--- src/rtl/mc_lsu_pkg.sv ---
// Shared encodings for the multi-cycle load/store unit: size codes, fault codes,
// FSM states and the byte-mask helper.
package mc_lsu_pkg;

  localparam logic [1:0] SZ_B = 2'b00;
  localparam logic [1:0] SZ_H = 2'b01;
  localparam logic [1:0] SZ_W = 2'b10;
  localparam logic [1:0] SZ_D = 2'b11;

  // memop[2] selects zero-extension on loads
  localparam int unsigned MEMOP_UNSIGNED_BIT = 2;
  localparam logic [2:0]  MEMOP_D    = 3'b011;
  localparam logic [2:0]  MEMOP_WU   = 3'b110;
  localparam logic [2:0]  MEMOP_RSVD = 3'b111;

  localparam logic [1:0] FAULT_NONE     = 2'd0;
  localparam logic [1:0] FAULT_MISALIGN = 2'd1;
  localparam logic [1:0] FAULT_BUS      = 2'd2;
  localparam logic [1:0] FAULT_TIMEOUT  = 2'd3;

  typedef enum logic [1:0] {
    ST_IDLE,
    ST_REQ,
    ST_RSP,
    ST_DONE
  } lsu_state_e;

  // Byte-enable pattern for an access of the given size at lane offset 0
  function automatic logic [7:0] lsu_size_mask(input logic [2:0] memop);
    case (memop[1:0])
      SZ_B:    return 8'h01;
      SZ_H:    return 8'h03;
      SZ_W:    return 8'h0F;
      default: return 8'hFF;
    endcase
  endfunction

endpackage

--- src/rtl/lsu_lane_align.sv ---
// Byte-lane steering for the load/store unit: store strobe/data shift, load
// extract plus sign/zero extension, and alignment/legality decode.
module lsu_lane_align
  import mc_lsu_pkg::*;
#(
  parameter int unsigned XLEN = 32
) (
  input  logic [2:0]        i_off,
  input  logic [2:0]        i_memop,
  input  logic [XLEN-1:0]   i_wdata,
  input  logic [XLEN-1:0]   i_rdata,
  output logic [XLEN/8-1:0] o_wstrb,
  output logic [XLEN-1:0]   o_wdata,
  output logic [XLEN-1:0]   o_rdata,
  output logic              o_misalign,
  output logic              o_illegal
);

  localparam int unsigned NB    = XLEN / 8;
  localparam int unsigned OFF_W = $clog2(NB);

  logic [OFF_W-1:0] w_off;
  logic [OFF_W+2:0] w_shamt;
  logic [XLEN-1:0]  w_rsh;
  logic [1:0]       w_size;
  logic             w_signed;

  assign w_off    = i_off[OFF_W-1:0];
  assign w_shamt  = {w_off, 3'b000};
  assign w_size   = i_memop[1:0];
  assign w_signed = ~i_memop[MEMOP_UNSIGNED_BIT];

  assign o_wstrb = NB'(lsu_size_mask(i_memop)) << w_off;
  assign o_wdata = i_wdata << w_shamt;
  assign w_rsh   = i_rdata >> w_shamt;

  // Extension is built at 64 bits and truncated so XLEN=32 needs no special case
  always_comb begin
    o_rdata = w_rsh;
    case (w_size)
      SZ_B:    o_rdata = XLEN'({{56{w_signed & w_rsh[7]}},  w_rsh[7:0]});
      SZ_H:    o_rdata = XLEN'({{48{w_signed & w_rsh[15]}}, w_rsh[15:0]});
      SZ_W:    o_rdata = XLEN'({{32{w_signed & w_rsh[31]}}, w_rsh[31:0]});
      default: o_rdata = w_rsh;
    endcase
  end

  always_comb begin
    o_misalign = 1'b0;
    case (w_size)
      SZ_H:    o_misalign = i_off[0];
      SZ_W:    o_misalign = |i_off[1:0];
      SZ_D:    o_misalign = |i_off;
      default: o_misalign = 1'b0;
    endcase
  end

  assign o_illegal = (i_memop == MEMOP_RSVD) ||
                     ((XLEN == 32) && ((i_memop == MEMOP_D) || (i_memop == MEMOP_WU)));

endmodule

--- src/rtl/mc_load_store_unit.sv ---
// Multi-cycle load/store unit: accepts one op from execute, issues at most one
// aligned bus request, and returns load data, passthrough value or a fault.
module mc_load_store_unit
  import mc_lsu_pkg::*;
#(
  parameter int unsigned XLEN    = 32,
  parameter int unsigned TIMEOUT = 255
) (
  input  logic              clk,
  input  logic              rst,
  input  logic              in_valid,
  output logic              in_ready,
  input  logic [XLEN-1:0]   in_addr,
  input  logic [XLEN-1:0]   in_wdata,
  input  logic              in_we,
  input  logic              in_re,
  input  logic [2:0]        in_memop,
  output logic              out_valid,
  input  logic              out_ready,
  output logic [XLEN-1:0]   out_data,
  output logic [1:0]        out_fault,
  output logic              mem_req_valid,
  input  logic              mem_req_ready,
  output logic [XLEN-1:0]   mem_req_addr,
  output logic              mem_req_we,
  output logic [XLEN-1:0]   mem_req_wdata,
  output logic [XLEN/8-1:0] mem_req_wstrb,
  input  logic              mem_rsp_valid,
  output logic              mem_rsp_ready,
  input  logic [XLEN-1:0]   mem_rsp_data,
  input  logic              mem_rsp_err
);

  localparam int unsigned NB    = XLEN / 8;
  localparam int unsigned OFF_W = $clog2(NB);
  localparam int unsigned CNT_W = (TIMEOUT < 2) ? 1 : $clog2(TIMEOUT + 1);

  lsu_state_e       r_state, w_state_nxt;
  logic [2:0]       r_off, w_off_nxt;
  logic [2:0]       r_memop, w_memop_nxt;
  logic             r_we, w_we_nxt;
  logic [CNT_W-1:0] r_cnt, w_cnt_nxt;
  logic             r_in_ready, r_out_valid;
  logic [XLEN-1:0]  r_out_data, w_out_data_nxt;
  logic [1:0]       r_out_fault, w_out_fault_nxt;
  logic             r_req_valid, w_req_valid_nxt;
  logic [XLEN-1:0]  r_req_addr, w_req_addr_nxt;
  logic             r_req_we, w_req_we_nxt;
  logic [XLEN-1:0]  r_req_wdata, w_req_wdata_nxt;
  logic [NB-1:0]    r_req_wstrb, w_req_wstrb_nxt;

  logic [2:0]       w_la_off;
  logic [2:0]       w_la_memop;
  logic [NB-1:0]    w_wstrb;
  logic [XLEN-1:0]  w_wdata;
  logic [XLEN-1:0]  w_rdata;
  logic             w_misalign;
  logic             w_illegal;

  // Decode the incoming op while idle, the latched op otherwise
  assign w_la_off   = (r_state == ST_IDLE) ? in_addr[2:0] : r_off;
  assign w_la_memop = (r_state == ST_IDLE) ? in_memop     : r_memop;

  lsu_lane_align #(
    .XLEN (XLEN)
  ) u_lane_align (
    .i_off      (w_la_off),
    .i_memop    (w_la_memop),
    .i_wdata    (in_wdata),
    .i_rdata    (mem_rsp_data),
    .o_wstrb    (w_wstrb),
    .o_wdata    (w_wdata),
    .o_rdata    (w_rdata),
    .o_misalign (w_misalign),
    .o_illegal  (w_illegal)
  );

  always_comb begin
    w_state_nxt     = r_state;
    w_off_nxt       = r_off;
    w_memop_nxt     = r_memop;
    w_we_nxt        = r_we;
    w_cnt_nxt       = r_cnt;
    w_out_data_nxt  = r_out_data;
    w_out_fault_nxt = r_out_fault;
    w_req_valid_nxt = r_req_valid;
    w_req_addr_nxt  = r_req_addr;
    w_req_we_nxt    = r_req_we;
    w_req_wdata_nxt = r_req_wdata;
    w_req_wstrb_nxt = r_req_wstrb;
    case (r_state)
      ST_IDLE: begin
        if (in_valid) begin
          w_off_nxt       = in_addr[2:0];
          w_memop_nxt     = in_memop;
          w_we_nxt        = in_we;
          w_out_data_nxt  = '0;
          w_out_fault_nxt = FAULT_NONE;
          w_state_nxt     = ST_DONE;
          if (!in_we && !in_re) begin
            w_out_data_nxt = in_addr;
          end else if ((in_we && in_re) || w_illegal) begin
            w_out_fault_nxt = FAULT_TIMEOUT;
          end else if (w_misalign) begin
            w_out_fault_nxt = FAULT_MISALIGN;
          end else begin
            w_state_nxt     = ST_REQ;
            w_req_valid_nxt = 1'b1;
            w_req_addr_nxt  = {in_addr[XLEN-1:OFF_W], OFF_W'(0)};
            w_req_we_nxt    = in_we;
            w_req_wdata_nxt = in_we ? w_wdata : '0;
            w_req_wstrb_nxt = in_we ? w_wstrb : '0;
          end
        end
      end
      ST_REQ: begin
        if (mem_req_ready) begin
          w_req_valid_nxt = 1'b0;
          w_cnt_nxt       = '0;
          w_state_nxt     = ST_RSP;
        end
      end
      ST_RSP: begin
        // A response in the same cycle as the timeout wins
        if (mem_rsp_valid) begin
          w_state_nxt = ST_DONE;
          if (mem_rsp_err) begin
            w_out_fault_nxt = FAULT_BUS;
          end else if (!r_we) begin
            w_out_data_nxt = w_rdata;
          end
        end else if ((TIMEOUT != 0) && ((32'(r_cnt) + 32'd1) == TIMEOUT)) begin
          w_state_nxt     = ST_DONE;
          w_out_fault_nxt = FAULT_TIMEOUT;
        end else begin
          w_cnt_nxt = r_cnt + CNT_W'(1);
        end
      end
      ST_DONE: begin
        if (out_ready) begin
          w_state_nxt     = ST_IDLE;
          w_out_data_nxt  = '0;
          w_out_fault_nxt = FAULT_NONE;
        end
      end
      default: w_state_nxt = ST_IDLE;
    endcase
  end

  always_ff @(posedge clk) begin
    if (rst) begin
      r_state     <= ST_IDLE;
      r_off       <= '0;
      r_memop     <= '0;
      r_we        <= 1'b0;
      r_cnt       <= '0;
      r_in_ready  <= 1'b1;
      r_out_valid <= 1'b0;
      r_out_data  <= '0;
      r_out_fault <= FAULT_NONE;
      r_req_valid <= 1'b0;
      r_req_addr  <= '0;
      r_req_we    <= 1'b0;
      r_req_wdata <= '0;
      r_req_wstrb <= '0;
    end else begin
      r_state     <= w_state_nxt;
      r_off       <= w_off_nxt;
      r_memop     <= w_memop_nxt;
      r_we        <= w_we_nxt;
      r_cnt       <= w_cnt_nxt;
      r_in_ready  <= (w_state_nxt == ST_IDLE);
      r_out_valid <= (w_state_nxt == ST_DONE);
      r_out_data  <= w_out_data_nxt;
      r_out_fault <= w_out_fault_nxt;
      r_req_valid <= w_req_valid_nxt;
      r_req_addr  <= w_req_addr_nxt;
      r_req_we    <= w_req_we_nxt;
      r_req_wdata <= w_req_wdata_nxt;
      r_req_wstrb <= w_req_wstrb_nxt;
    end
  end

  assign in_ready      = r_in_ready;
  assign out_valid     = r_out_valid;
  assign out_data      = r_out_data;
  assign out_fault     = r_out_fault;
  assign mem_req_valid = r_req_valid;
  assign mem_req_addr  = r_req_addr;
  assign mem_req_we    = r_req_we;
  assign mem_req_wdata = r_req_wdata;
  assign mem_req_wstrb = r_req_wstrb;
  assign mem_rsp_ready = 1'b1;

endmodule

--- config.mk ---
export PLATFORM = sky130hd
export DESIGN_NAME = mc_load_store_unit
export DESIGN_NICKNAME = d
export VERILOG_FILES = /design/src/rtl/mc_lsu_pkg.sv /design/src/rtl/lsu_lane_align.sv /design/src/rtl/mc_load_store_unit.sv
export SDC_FILE = /design/constraint.sdc
export NUM_CORES = 1
export LEC_CHECK = 0
export CAP_MARGIN = 10
export CORE_MARGIN = 2
export CORE_UTILIZATION = 42
export DETAILED_ROUTE_END_ITERATION = 10
export PLACE_DENSITY = 0.9
export SLEW_MARGIN = 20
export SYNTH_ARGS = -nofsm -noshare
export SYNTH_HDL_FRONTEND = slang
export SYNTH_SLANG_ARGS = --single-unit
--- constraint.sdc ---
create_clock -name clk -period 2.81 [get_ports clk]
set_input_delay 0.843 -clock clk [delete_from_list [all_inputs] [get_ports clk]]
set_output_delay 0.843 -clock clk [all_outputs]
set_load 0.01 [all_outputs]
## After elaboration in Yosys (flattened, before gate mapping)

Cells that the tools add are included.

- Bits in writable memories: 0
- Word-level logic and storage cells: 112
- Output and inout port bits: 107
- Flip-flop bits (word level): 121
- Memories: 0
- Latch bits: 0
- Bits in read-only memories: 0

- Magnitude comparators: 0
- Bitwise gates (word level): 6
- Reduce and logical (&&, ||, !) cells: 21
- $add $sub $neg: 2
- Equal/unequal tests: 24
- Multiply operators: 0
- Multiplexer cells: 42
- Div/mod/pow operators: 0
- Shifts and indexed selects: 3

Operator list:

| cell | number |
|---|---|
| $mux 32 | 7 |
| $pmux 32 s3 | 1 |
| $pmux 32 s2 | 1 |
| $shl 32x5->32 | 1 |
| $shr 32x5->32 | 1 |
| $mux 2 | 15 |
| $mux 8 | 3 |
| $ne 2x2->1 const B | 11 |
| $pmux 8 s2 | 1 |
| $pmux 4 s3 | 1 |
| $reduce_and 6->1 | 2 |
| $eq 2x2->1 const B | 5 |
| $reduce_and 5->1 | 2 |
| $add 8x1->9 const B | 1 |
| $eq 9x8->1 const B | 1 |
| $add 8x1->8 const B | 1 |
| $pmux 2 s4 | 1 |
| $eq 3x3->1 const B | 2 |
| $logic_not 2->1 | 3 |
| $mux 1 | 6 |
| $mux 3 | 2 |
| $ne 3x3->1 const B | 2 |
| $pmux 2 s3 | 1 |
| $eq 2x1->1 const B | 2 |
| 16 further kinds | 25 |

## Logic depth before layout (Yosys ltp)

Gate-level depths: netlist of run 1.

- Word-level depth: 11
- Depth in mapped cells: 10
- Depth with buffers taken out: 7

## By module

A second synthesis of run 1 with hierarchy kept.

- Cells, all modules: 773
- Area, all modules: 6344.8 um^2

Modules (own cells, without submodules):

| module | instances | cells an instance | sequential area each (um^2) | area an instance (um^2) |
|---|---|---|---|---|
| mc_load_store_unit | 1 | 571 | 2422.3 | 5074.9 |
| lsu_lane_align | 1 | 202 | 0.0 | 1270.0 |

## Worst setup path before layout of run 1

No wires, ideal clock.

- Kind: in2reg
- Start point: input port in_addr[0]
- End point: register r_out_data[20], in the netlist out_data[20]
- Arrival: 2.619 ns
- Data required time: 2.730 ns
- Setup slack: 0.112 ns
- Stages on the path: 9
- Cell sequence: or3b_1 buf_4 and2_1 buf_4 mux2i_2 a221oi_4 buf_6 o211ai_2 a211oi_2

- Cells in the longest elaborated chain, start to end: 8

RTL lines:

| what | line | source |
|---|---|---|
| start: declaration | mc_load_store_unit.sv:13 | `input logic [XLEN-1:0] in_addr,` |
| $mux 3 (*) | mc_load_store_unit.sv:61 | `assign w_la_off = (r_state == ST_IDLE) ? in_addr[2:0] : r_off;` |
| $shr 32x5->32 (*) | lsu_lane_align.sv:35 | `assign w_rsh = i_rdata >> w_shamt;` |
| $and 1x1->1 (on tied branches) | lsu_lane_align.sv:42, lsu_lane_align.sv:41 |  |
| $pmux 32 s2 (*) | lsu_lane_align.sv:40 | `case (w_size)` |
| $mux 32 (*) | mc_load_store_unit.sv:129 | `end else if (!r_we) begin` |
| $mux 32 (*) | mc_load_store_unit.sv:127 | `if (mem_rsp_err) begin` |
| $mux 32 (*) | mc_load_store_unit.sv:125 | `if (mem_rsp_valid) begin` |
| $pmux 32 s3 (*) | mc_load_store_unit.sv:91 | `case (r_state)` |
| end signal: assignment | mc_load_store_unit.sv:174 | `r_out_data <= w_out_data_nxt;` |
| end: declaration | mc_load_store_unit.sv:44 | `logic [XLEN-1:0] r_out_data, w_out_data_nxt;` |

Every way passes the cells marked *; elsewhere a longest branch is shown, timed or not. The select of a mux whose other input is x is not followed.
A chain may end at the register's enable or synchronous reset.

## Final worst setup path of run 1

- Start point: input port in_memop[0]
- End point: register r_out_data[16], in the netlist out_data[16]

- Cells in the longest elaborated chain, start to end: 7

RTL lines:

| what | line | source |
|---|---|---|
| start: declaration | mc_load_store_unit.sv:17 | `input logic [2:0] in_memop,` |
| $mux 3 (*) | mc_load_store_unit.sv:62 | `assign w_la_memop = (r_state == ST_IDLE) ? in_memop : r_memop;` |
| $eq 2x1->1 or $logic_not 2->1 (tied branches) | lsu_lane_align.sv:40 |  |
| $pmux 32 s2 (*) | lsu_lane_align.sv:40 |  |
| $mux 32 (*) | mc_load_store_unit.sv:129 |  |
| $mux 32 (*) | mc_load_store_unit.sv:127 |  |
| $mux 32 (*) | mc_load_store_unit.sv:125 |  |
| $pmux 32 s3 (*) | mc_load_store_unit.sv:91 |  |

Marked as above.

==> results of run 1 <==
-- how the worst max path moves through the flow --
stage / start / end / slack, ns / cells past startpoint
CTS: in_addr[1] / mem_req_wdata[7]$_SDFFE_PP0P_ / 0.09 / 8
global route: in_memop[1] / mem_req_wdata[26]$_SDFFE_PP0P_ / 0.07 / 8
global placement: in_addr[0] / out_data[7]$_SDFFE_PP0P_ / -0.31 / 9
detailed placement: in_addr[0] / mem_req_wdata[25]$_SDFFE_PP0P_ / -0.33 / 8
finish: in_memop[0] / out_data[16]$_SDFFE_PP0P_ / 0.17 / 8
floorplan: in_addr[0] / out_data[20]$_SDFFE_PP0P_ / 0.11 / 9
-- synthesized netlist by cell type, drive strengths merged, types with 3 or more instances --
master	number	area [um2]
mux4	8	180
or3b	3	26.3
nand3	10	55.1
a21oi	105	526
and3	17	106
or3	3	18.8
or4	4	30.0
nor3	15	86.3
a211oi	27	268
and2	6	37.5
o21ai	36	195
nor2	82	310
o22ai	8	50.1
buf	32	200
a31oi	3	18.8
nand2b	5	31.3
dfxtp	120	2400
o211ai	19	168
clkbuf	39	146
mux2i	21	214
o21a	3	22.5
a221oi	10	105
o22a	8	70.1
nand2	125	472
o31ai	4	35.0
a32oi	10	87.6
o31a	3	26.3
a22oi	17	128
-- critical path, delay by kind of cell --
family	cells	cell delay (ns)
AOI/OAI and AO/OA	4	0.76
and+or+nand+nor	2	0.74
buffers and inverters	2	0.63
-- cell type report --
type                            instances  area, um2
Fill cell                            1126       4960
Sequential cell                       120       2400
Tap cell                              184        230
Clock buffer                           17        425
Clock inverter                         15        178
Inverter                                1       3.75
Timing Repair Buffer                  280       2800
Multi-Input combinational cell        581       3530
-- flip-flops by register name, summed over array words and instances (netlist names) --
name,cells
out_fault,2
r_off,2
out_data,32
mem_req_wstrb,4
r_memop,3
r_cnt,8
mem_req_wdata,32
mem_req_addr,30
mem_req_we,1
r_we,1
in_ready,1
mem_req_valid,1
r_state,2
out_valid,1
-- metrics by stage --
| step | power (W) | TNS [ns] | area [um2] | setup WS [ns] | cells |
|---|---|---|---|---|---|
| 3_5_place_dp | 0.00421 | -24.49 | 8870 | -0.328 | 1163 |
| 4_1_cts | 0.00643 | 0 | 9470 | 0.0932 | 1195 |
| 3_3_place_gp | 0.00416 | -19.98 | 8870 | -0.309 | 1163 |
| 5_1_grt | 0.00676 | 0 | 9570 | 0.0685 | 1198 |
| 2_1_floorplan | 0.00321 | 0 | 6250 | 0.112 | 773 |
| 6_report | 0.00650 | 0 | 9570 | 0.167 | 1198 |
-- cells by family (layout without fill, tap and decap cells) --
group	after synthesis	in the layout	synth area share (%)
xor+xnor	4	4	0.561
other cells	2	3	0.120
buf+inv	72	313	5.61
compound gates	262	262	28.5
mux	29	29	6.31
simple gates	281	281	20.1
fa+ha+maj	2	2	0.400
flops	120	120	38.5
-- metal layers --
metal,wire [um],track usage [%]
met1,9230,34.4
met2,11000,44.5
met3,2100,7.22
met4,935,12.3
met5,0,0
-- layout by cell type (no fill, tap or decap), drive strengths merged, types with 3 or more instances in the layout --
cell type      netlist  final
nand2b               5      5
o22a                 8      8
o21a                 3      3
mux2i               21     21
a221oi              10     10
nor2                82     82
clkinv               0      6
and3                17     17
clkbuf              39     20
o21ai               36     36
dfxtp              120    120
o22ai                8      8
nor3                15     15
buf                 32     67
or4                  4      4
o31ai                4      4
nand2              125    125
nand3               10     10
a31oi                3      3
or3b                 3      3
a211oi              27     27
a21oi              105    105
o31a                 3      3
o211ai              19     19
bufinv               0      3
clkdlybuf4s50        0    208
a22oi               17     17
and2                 6      6
or3                  3      3
mux4                 8      8
a32oi               10     10
clkinvlp             0      5
conb                 2      3
-- power by group through the flow --
stage | combinational, W | sequential (W) | clock, W
after detailed placement | 0.00219 | 0.00202 | 0
final | 0.00229 | 0.00199 | 0.00222
after floorplan | 0.00116 | 0.00205 | 0
after global routing | 0.00244 | 0.00201 | 0.00231
after CTS | 0.00221 | 0.00198 | 0.00223
after global placement | 0.00215 | 0.00201 | 0
-- timing repair --
action / in CTS / in global routing
setup endpoints to repair: 0 / 27
buffers inserted: 0 / 0
gates resized for setup: 0 / 6
==> impl_metrics.json, run 1 <==
{
  "cp_cell_sequence": "clkdlybuf4s50_1 -> or4_1 -> o31ai_1 -> nand3_2 -> a221oi_4 -> buf_4 -> o211ai_1 -> a211oi_1",
  "drv_cap": 0,
  "tritoncts": "done",
  "core-area_um2": 14500,
  "ant_nets": 0,
  "r2r_start": "r_state[0]$_SDFF_PP0_",
  "syn_inst": 772,
  "grt_max_degree": 63,
  "grt_use_total_pct": 27.5,
  "gp_congestion": 0.956,
  "ys_seq_elements": 120,
  "holdCritStartpoint": "mem_req_wdata[22]$_SDFFE_PP0P_",
  "port_buffers": 211,
  "status": "finished, final reports clean",
  "holdWs_ns": 0.454,
  "ir_drop_v": 0.000485,
  "synth_edf_count": 0,
  "pwr-share-comb_pct": 35.3,
  "diodes": 0,
  "leakage_nw": 3.54,
  "p_switching_w": 0.00216,
  "area_delta_synth_final_pct": 53.2,
  "critPathSlowestCell": "or4_1",
  "grt_pass1_wl_um": 35000,
  "finalWorstPathRequiredPeriod_ns": 2.64,
  "rsz0062_at_grt": "false",
  "nets": 1111,
  "worstMarginPinSlew_ns": 0.793,
  "syn_area_um2": 6250,
  "cts_root_buf": "clkbuf_16",
  "worstPathArrival_ns": 2.97,
  "clk_pin_slew_ns": 0.06,
  "clockBufferDepth": 2,
  "cts-htree-levels": 4,
  "power_density_nw_per_um2": 679,
  "cts_made_buffers": 17,
  "hold_path.class": "register to register",
  "die_area_um2": 15900,
  "end_kind": "register",
  "rr_endpoint": "mem_req_wdata[26]$_SDFFE_PP0P_",
  "vias": 7138,
  "synth.distinct_cells": 63,
  "p_int_w": 0.00434,
  "critical_path_required_ns": 3.14,
  "ff2ff_path_depth": 8,
  "max_freq_mhz": 378,
  "async_flop_share_pct": 0,
  "finalCritPeriodShare_pct": 94.1,
  "worstSetupPathType": "input pin to register",
  "slew-limit-headroom_pct": 46.7,
  "clock_power_share_pct": 34.1,
  "yosysSeqAreaShare_pct": 38.5,
  "die_x_um": 126,
  "start_kind": "input pin",
  "synthFlopType": "dfxtp_1",
  "finalMaxSlewViolations": 0,
  "die_h_um": 126,
  "setup_viol": 0,
  "post-dp-hpwl_um": 16500,
  "grt_antenna_before_repair": 0,
  "hold_viol": 0,
  "wire_per_inst_um": 19.4,
  "ios": 215,
  "rows": 44,
  "cts.sinks": 120,
  "crit_fanout": 5,
  "holdPathStages": 2,
  "min_to": "mem_req_wdata[22]$_SDFFE_PP0P_",
  "fin_util_pct": 65.8,
  "r2r_setup_slack_ns": 0.26,
  "cts_hold_buf": 0,
  "swShare_pct": 33.2,
  "skew_ns": 0.0109,
  "drc": 0,
  "seqPwrFrac_pct": 30.6,
  "drt_wl_total_um": 23300,
  "drt_pass1_iterations": 5,
  "avgSynthCellArea_um2": 8.09,
  "max_stage_delay_ns": 0.57,
  "ys_warn_count": 0,
  "initial_utilization_pct": 43.0,
  "grt_remaining_overflow": 0,
  "viasPerCell": 5.96,
  "drive_above_1_share_pct": 14.1,
  "grt_pass1_vias": 6643,
  "clk_latency_ns": 0.42,
  "drt_first_iter_violations": 692
}
(Power assumes the default switching activity.)
==> run 2: changes to the inputs <==
- TNS_END_PERCENT: not set -> 1
==> impl_metrics.json, run 2 (same netlist as run 1, synthesis figures left out) <==
{
  "grt_antenna_before_repair": 0,
  "hold_viol": 0,
  "fin_util_pct": 65.3,
  "cts_resized": 0,
  "start_kind": "input pin",
  "worstMarginPinSlew_ns": 0.791,
  "cts_made_buffers": 17,
  "initial_utilization_pct": 43.0,
  "worstPathArrival_ns": 3.07,
  "ir_drop_v": 0.000450,
  "r2r_start": "r_state[0]$_SDFF_PP0_",
  "gp_congestion": 0.956,
  "leakage_nw": 3.49,
  "critPathLaunch": "in_addr[0]",
  "final_cell_mix": "clkdlybuf4s50_1 (209), nand2_1 (124), dfxtp_1 (120), a21oi_1 (105), nor2_1 (81)",
  "wire_per_inst_um": 18.8,
  "die_x_um": 126,
  "area_delta_synth_final_pct": 51.8,
  "end_kind": "register",
  "worstSetupPathType": "input pin to register",
  "status": "finished, final reports clean",
  "holdCritStartpoint": "mem_req_wdata[22]$_SDFFE_PP0P_",
  "grt_remaining_overflow": 0,
  "cts-htree-levels": 4,
  "tns_ns": 0,
  "port_buffers": 211,
  "finalMaxSlewViolations": 0,
  "rsz0062_at_grt": "false",
  "cp_cell_sequence": "clkdlybuf4s50_1 -> or3b_1 -> and2_1 -> buf_4 -> mux2i_1 -> a21oi_1 -> a221oi_1 -> nor3_1",
  "power_density_nw_per_um2": 681,
  "ios": 215,
  "swShare_pct": 33.1,
  "p_switching_w": 0.00213,
  "seqPwrFrac_pct": 30.8,
  "max_stage_delay_ns": 0.54,
  "setup_viol": 0,
  "critical_path_required_ns": 3.10,
  "ant_nets": 0,
  "drc": 0,
  "layout.cells.non_filler": 1195,
  "viasPerCell": 5.87,
  "die_h_um": 126,
  "pwr-share-comb_pct": 34.9,
  "clock_power_share_pct": 34.3,
  "cp_num_buf_inv": 2,
  "vias": 7014,
  "p_int_w": 0.00432,
  "post-dp-hpwl_um": 16500,
  "placedInstanceArea_um2": 8870,
  "final_common_cell": "clkdlybuf4s50_1",
  "postLayoutCellArea_um2": 9480,
  "grt_pass1_wl_um": 35000,
  "diodes": 0,
  "drive_above_1_share_pct": 13.7,
  "drt_pass1_iterations": 5,
  "cts_root_buf": "clkbuf_16",
  "clockBufferDepth": 2,
  "hold_path.class": "register to register",
  "max_freq_mhz": 360,
  "post-cts-setup-buffers": 0,
  "drt_first_iter_violations": 689,
  "die_area_um2": 15900,
  "cts.sinks": 120,
  "tritoncts": "done",
  "cts_hold_buf": 0,
  "drt_wl_total_um": 22500,
  "slew-limit-headroom_pct": 46.8,
  "critPathSlowestCell": "clkdlybuf4s50_1",
  "rows": 44,
  "finalCritPeriodShare_pct": 98.8,
  "clk_latency_ns": 0.42,
  "grt_pass1_vias": 6643,
  "setup_slack_ns": 0.0344,
  "placed_cells": 1163,
  "grt_use_total_pct": 27.5,
  "crit_fanout": 5,
  "skew_ns": 0.00851,
  "nets": 1108,
  "pre_cts_slack_ns": -0.328,
  "drv_cap": 0,
  "clk_pin_slew_ns": 0.06,
  "finalWorstPathRequiredPeriod_ns": 2.78,
  "core-area_um2": 14500,
  "crit_family": "buffers and inverters",
  "grt_max_degree": 63
}
## run 2: stage by stage
stage                     power (W)  hold WS, ns
after floorplan             0.00321        0.455
after global placement      0.00416        0.442
after detailed placement    0.00421        0.448
after CTS                   0.00643        0.456
after global routing        0.00672        0.464
final                       0.00646        0.454
## run 2: worst min-delay path, stage by stage (launching register included)
cell	delay [ns]
dfxtp_1	0.30
nand2_1	0.05
a21oi_1	0.05
## run 2: path summary, 6_finish.rpt
check,endpoint,slack [ns],cells after the start
worst max-delay path,out_data[3]$_SDFFE_PP0P_,0.03,8
worst min-delay path,mem_req_wdata[22]$_SDFFE_PP0P_,0.45,2
worst max register to register,out_data[16]$_SDFFE_PP0P_,0.36,8
worst min register to register,mem_req_wdata[22]$_SDFFE_PP0P_,0.45,2
## run 2: routing by layer
layer / track usage [%] / share of wire (%) / vias up
li1: - / - / 3248
met1: 34.4 / 41 / 3297
met2: 44.5 / 47 / 405
met3: 7.22 / 8.5 / 64
met4: 12.3 / 3.9 / 0
met5: 0 / 0 / -
## run 2: final cells by class
class / instances / area [um2]
Clock buffer: 17 / 425
Clock inverter: 15 / 178
Fill cell: 1137 / 5050
Inverter: 1 / 3.75
Multi-Input combinational cell: 581 / 3520
Sequential cell: 120 / 2400
Tap cell: 184 / 230
Timing Repair Buffer: 277 / 2720
## run 2: power by group through the flow
| stage | clock network (W) | logic [W] | registers, W |
|---|---|---|---|
| detailed placement | 0 | 0.00219 | 0.00202 |
| floorplan | 0 | 0.00116 | 0.00205 |
| finish | 0.00222 | 0.00225 | 0.00199 |
| CTS | 0.00223 | 0.00221 | 0.00198 |
| global placement | 0 | 0.00215 | 0.00201 |
| global route | 0.00232 | 0.00240 | 0.00200 |
==> run 3: changes to the inputs <==
- CAP_MARGIN: 10 -> not set
==> results of run 3 <==
No change in the layout: final DEF, timing and power equal those of run 2.
